**src/rtl/microwave_timer.sv**
```systemverilog
// BCD MM:SS cook timer: keypad digits shift in while the magnetron is off,
// and the count decrements once per TICKS_PER_SEC clocks while mag_on is high.
module microwave_timer #(
    parameter int TICKS_PER_SEC = 100,
    parameter int PRESC_W       = 7
) (
    input  logic       clk,
    input  logic       reset,
    input  logic       mag_on,
    input  logic       clearn,
    input  logic       key_valid,
    input  logic [3:0] key_digit,
    output logic [3:0] sec_ones,
    output logic [3:0] sec_tens,
    output logic [3:0] min_ones,
    output logic [3:0] min_tens,
    output logic       timer_done,
    output logic       running
);

    typedef enum logic [1:0] {
        IDLE  = 2'd0,
        ARMED = 2'd1,
        RUN   = 2'd2
    } state_t;

    state_t             state, state_next;
    logic [PRESC_W-1:0] presc, presc_next;
    logic [3:0]         sec_ones_next, sec_tens_next, min_ones_next, min_tens_next;
    logic               count_zero, next_zero, key_ok, tick;

    assign count_zero = (sec_ones == 4'd0) && (sec_tens == 4'd0) &&
                        (min_ones == 4'd0) && (min_tens == 4'd0);
    assign key_ok     = key_valid && !mag_on && (key_digit <= 4'd9);
    assign tick       = mag_on && !count_zero &&
                        (presc == PRESC_W'(TICKS_PER_SEC - 1));
    assign running    = (state == RUN);

    // Priority: clear, then key entry, then the per-second borrow chain.
    always_comb begin
        sec_ones_next = sec_ones;
        sec_tens_next = sec_tens;
        min_ones_next = min_ones;
        min_tens_next = min_tens;
        presc_next    = presc;

        if (!clearn) begin
            sec_ones_next = 4'd0;
            sec_tens_next = 4'd0;
            min_ones_next = 4'd0;
            min_tens_next = 4'd0;
            presc_next    = '0;
        end else if (key_ok) begin
            min_tens_next = min_ones;
            min_ones_next = sec_tens;
            sec_tens_next = sec_ones;
            sec_ones_next = key_digit;
        end else if (tick) begin
            presc_next = '0;
            if (sec_ones != 4'd0) begin
                sec_ones_next = sec_ones - 4'd1;
            end else begin
                sec_ones_next = 4'd9;
                if (sec_tens != 4'd0) begin
                    sec_tens_next = sec_tens - 4'd1;
                end else begin
                    sec_tens_next = 4'd5;
                    if (min_ones != 4'd0) begin
                        min_ones_next = min_ones - 4'd1;
                    end else begin
                        min_ones_next = 4'd9;
                        min_tens_next = min_tens - 4'd1;
                    end
                end
            end
        end else if (mag_on && !count_zero) begin
            presc_next = presc + PRESC_W'(1);
        end

        next_zero = (sec_ones_next == 4'd0) && (sec_tens_next == 4'd0) &&
                    (min_ones_next == 4'd0) && (min_tens_next == 4'd0);

        // The state follows the next count, so reaching zero and clearing both land in IDLE.
        if (!clearn || next_zero)
            state_next = IDLE;
        else if (mag_on)
            state_next = RUN;
        else
            state_next = ARMED;
    end

    always_ff @(posedge clk or posedge reset) begin
        if (reset) begin
            state      <= IDLE;
            presc      <= '0;
            sec_ones   <= 4'd0;
            sec_tens   <= 4'd0;
            min_ones   <= 4'd0;
            min_tens   <= 4'd0;
            timer_done <= 1'b1;
        end else begin
            state      <= state_next;
            presc      <= presc_next;
            sec_ones   <= sec_ones_next;
            sec_tens   <= sec_tens_next;
            min_ones   <= min_ones_next;
            min_tens   <= min_tens_next;
            timer_done <= next_zero;
        end
    end

endmodule

```
**config.mk**
```make
export PLATFORM = sky130hd
export DESIGN_NAME = microwave_timer
export DESIGN_NICKNAME = d
export VERILOG_FILES = /design/src/rtl/microwave_timer.sv
export SDC_FILE = /design/constraint.sdc
export NUM_CORES = 1
export LEC_CHECK = 0
export ABC_AREA = 1
export CORE_ASPECT_RATIO = 0.8
export CORE_MARGIN = 2
export CORE_UTILIZATION = 50
export CTS_CLUSTER_DIAMETER = 60
export DETAILED_ROUTE_END_ITERATION = 8
export PLACE_DENSITY = 0.73
export SLEW_MARGIN = 20
export SYNTH_ARGS = -nofsm -noshare
export SYNTH_HDL_FRONTEND = slang
export SYNTH_SLANG_ARGS = --single-unit
export TNS_END_PERCENT = 50
```
**constraint.sdc**
```tcl
create_clock -name clk -period 2.6 [get_ports clk]
set_input_delay 0.26 -clock clk [delete_from_list [all_inputs] [get_ports clk]]
set_output_delay 0.26 -clock clk [all_outputs]
set_load 0.05 [all_outputs]
```
Yosys cells after proc, flatten, opt, wreduce, memory -nomap -nowiden
Cells that the tools add are included.
- reductions and logical operators: 26
- equal/unequal tests: 4
- $add $sub $neg: 5
- multiplexer cells: 27
- $lt $le $gt $ge: 1
- operators by type and width (cell ; number):
    2-to-1 mux 4 bit ; 21
    logical NOT 4 bit ; 8
    2-to-1 mux 7 bit ; 4
    subtractor 4 x 1 -> 4 bit, second input constant ; 4
    nonzero test 4 bit ; 3
    logical AND 1 bit ; 10
    adder 7 x 1 -> 7 bit, second input constant ; 1
    == test 7 bit, second input constant ; 1
    less-or-equal comparator 4 bit, second input constant ; 1
    2-to-1 mux 2 bit ; 2
    logical NOT 1 bit ; 3
    inequality test 3 x 1 -> 1 bit, second input constant ; 1
    == test 2 bit, second input constant ; 1
    inequality test 2 bit, second input constant ; 1
    AND reduction 2 bit ; 1
    logical OR 1 bit ; 1
- register bits: 26
- input bits: 9

Depth between registers and ports, before layout
- depth in word-level cells: 16
- depth in mapped cells: 20
- depth with buffers taken out: 20

Worst setup path after synthesis
No wires, ideal clock.
- path kind: register -> register
- start: register sec_tens[0]
- end: register state[1]
- setup slack: 0.315 ns
- cell stages (with the launch flop): 16
- clock period less this slack: 2.285 ns
- buffers on the path: 1
- data required time: 2.487 ns
- data arrival time: 2.173 ns
- library setup time: 0.113 ns
- cells stage by stage: dfrtp_1 inv_1 ha_1 nand2_4 nor2_8 nand3_4 nand3_4 buf_8 o21ai_1 nand3_1 nand2_1 nand3_1 nor2_2 nand3_2 nand2_1 inv_1
- cells in the longest elaborated chain, start to end: 16
- elaborated cells on any way between the ends: 36
- those cells by class: 1 x add/sub; 19 x mux; 16 x reduce/logical
- RTL lines (item ; RTL line ; text):
    from (decl) ; 14 ; output logic [3:0] sec_tens,
    from (signal assigned) ; 105 ; sec_tens <= sec_tens_next;
    branches (longest 13 deep; another with subtractor 4 x 1 -> 4 bit) ; - ;
    logical AND 1 bit (*) ; 81 ; (min_ones_next == 4'd0) && (min_tens_next == 4'd0);
    logical OR 1 bit (*) ; 84 ; if (!clearn || next_zero)
    2-to-1 mux 2 bit (*) ; 84 ;
    named net state_next[1] ; 27 ; state_t state, state_next;
    to (signal assigned) ; 102 ; state <= state_next;
    to (decl) ; 27 ;
Mark *: on every way through the listed nets, which the timed path passes.
A chain may end at the register's enable or synchronous reset.

Final worst setup path
- start: register sec_tens[1]
- end: register state[0]
The elaborated chain is that of the path after synthesis.

==> metrics <==
Final Setup Violations 0; Yosys warning count 0; Tmin final between 2 and 2.5 ns; arrival time worst endpoint 2.57 ns; post-placement cell count 400; largest family of logic cells by synthesized area simple AND/OR/NAND/NOR gates; Max Fanout on Critical Path 7; Core ar. 3850 um^2; Placer Congestion 0.933; number of CTS-inserted buffers 3; Leakage approximately 0.0014 uW; Setup crit end kind flop; Peak VDD IR 0.320 mV; ANT nets after route 0; IO Port Bufs 26; maxcap violations 0; flops & latches, synth 26; Final Instance Count excl. Fillers 409; GR Util met2 between 30 and 40%; Max Slew Vio Count 0; largest cells by area after synthesis dfrtp_1, nand2_1, inv_1; unrepaired setup endpoints after global routing false; Synth Cell Area 2050 um^2; most frequent cells in the layout nand2_1, inv_1, o21ai_0, clkdlybuf4s50_1, dfrtp_1; setup_tns 0 ns; nets 369; Setup CP Type flop to flop; Initial DRT Pass Iterations 4; GRT Max-Usage Layer met2; Core Rows 20; setup skew after layout 0.00296 ns; Sink Count 26; CP Launch Type flop; required time worst endpoint around 2.8 ns; clock latency on the worst-skew pair 0.27 ns; WHS 0.331 ns; commonest non-fill, non-tap cell in the layout nand2_1; Synth Area in Simple Gates approximately two fifths; Final Hold Violating Endpoints 0; Compound-Gate Fraction of Synth Area 7.94%; Fill cells 375; PD cells around 450 nW/um^2; multi-input logic area 1080 um^2; Worst-Margin Slew roughly 0.5 ns; DR vias/cell 5.04; H-tree levels 1; Worst Hold Class input pin to asynchronous set/reset pin; cts hold-fix bufs 0; XOR/XNOR Fraction of Synth Area 1.28%; WP buf/inv 3; number of global-route vias before repair 1830; crit share post-route 92.2%; CP max stage cell dfrtp_1; Max clock buf depth 2; Rel. slew slack 66.4%; Tot Pwr 1120 uW; # IOs 27; Avg Cell Area, Syn 6.38 um^2; DPL Wire Length about 3800 um; crit-path cells inv_1, ha_1, nand2_4, inv_2, nand2_1, nor2_1, nand4_1, nand2_1, nand3_1, nand2_1, nand3_1, nor2_1, nand3_2, nand2_1, inv_1; Die Area ~4600 um^2; WL/cell 12.5 um; Synth Instances approximately 320; sequential-to-total area share from yosys stat 31.8%; DP Worst Slack about 0.22 ns; post-synth top area share about 30%; Die H 61.2 um; crit-path most repeated cell nand2_1; Fmax achieved 417 MHz; delay-heaviest family, CP simple AND/OR/NAND/NOR gates; Die Wd approximately 76 um; Area Growth Syn to Fin 20.2%; All-Layer GR Usage between 20% and 30%; status complete, no violations; Reg clk slew, reported paths around 0.09 ns; area leader, netlist dfrtp_1; library cells used by synthesis 30; # diodes 0; total wire length 5130 um; final worst slack 0.202 ns; met1 usage 35.8%; mux contribution to synthesized area 0%; Post-Synth Adder-Cell Area under 10%; flip-flop and latch area 652 um^2; vias 2060; DR DRC count 0; initial antenna violation count 1; Starting Density 53.1%; largest net degree at the start of global routing 31; CTS tree yes; CTS root buffer clkbuf_8; CP max stage delay 0.41 ns; grt ovf 0; first-pass GRT wire length between 8000 and 9000 um; initial drt markers between 200 and 250; share of layout cells above drive strength 1 8.19%; Syn Nets 335; M3 GR Usage between 5 and 6%
-- worst min-delay path: cells and delay by family --
kind,cells,cell delay [ns]
buf+inv,3,0.75
-- cells in the mapped netlist (all sizes together) --
cell type  instances
a21oi              3
nand2            112
o21ai             27
dfstp              1
dfrtp             25
xor2               2
clkinv             1
nand4             11
xnor2              1
nor3               3
nor2              22
clkbuf             4
nand3b             1
nand3             27
o22ai              1
a31oi              1
buf                3
ha                 5
inv               71
-- registers in the layout (all words and copies together) (netlist names) --
register	flops
timer_done	1
sec_ones	4
min_tens	4
state	2
min_ones	4
sec_tens	4
presc	7
-- power breakdown --
part | total, uW | switching, uW | internal (uW) | leakage, uW
clock | 238 | 128 | 110 | 0.0000228
sequential | 457 | 24.1 | 433 | 0.000347
combinational | 423 | 282 | 141 | 0.00105
total | 1120 | 434 | 684 | 0.00142
-- what timing repair did --
| action | in CTS | in global routing |
|---|---|---|
| setup endpoints to repair | 0 | 2 |
| resized for setup | 0 | 1 |
| endpoints found under the hold margin | 0 | 0 |
| buffers inserted | 0 | 5 |
-- path summary, 6_finish.rpt --
check	from	to	slack, ns	cells past startpoint
max	sec_tens[1]	state[0]	0.20	15
min	reset	sec_tens[0]	0.33	3
max reg2reg	sec_tens[1]	state[0]	0.20	15
min reg2reg	presc[6]	presc[6]	0.58	2
max in group asynchronous	reset	timer_done	1.97	3
min in group clk	presc[6]	presc[6]	0.58	2
-- logic make-up (layout without fill, tap and decap cells) --
family,Yosys count,after routing
AO/OA/AOI/OAI,32,32
XOR/XNOR,3,3
adder cells (fa/ha/maj),5,5
buffers and inverters,79,112
flip-flops,26,26
AND/OR/NAND/NOR,176,176
-- metrics by stage --
step,util [%],cell area (um^2)
finish,63.9,2460
global route,63.9,2460
CTS,62.9,2420
detailed placement,61.7,2380
global placement,61.7,2380
floorplan,-,2050
-- layout make-up --
type / instances / area share, %
inverter: 72 / 11.0
clock buffer: 4 / 1.83
tap: 55 / 2.80
sequential: 26 / 26.5
multi-input combinational: 216 / 43.8
timing repair buffer: 36 / 14.1
-- routing by layer --
metal  up-vias  wire (um)
li1       1055          -
met1       923       2400
met2        70       2240
met3        10        399
met4         2         76
met5         -         13
Power figures use the tool's default switching activity.
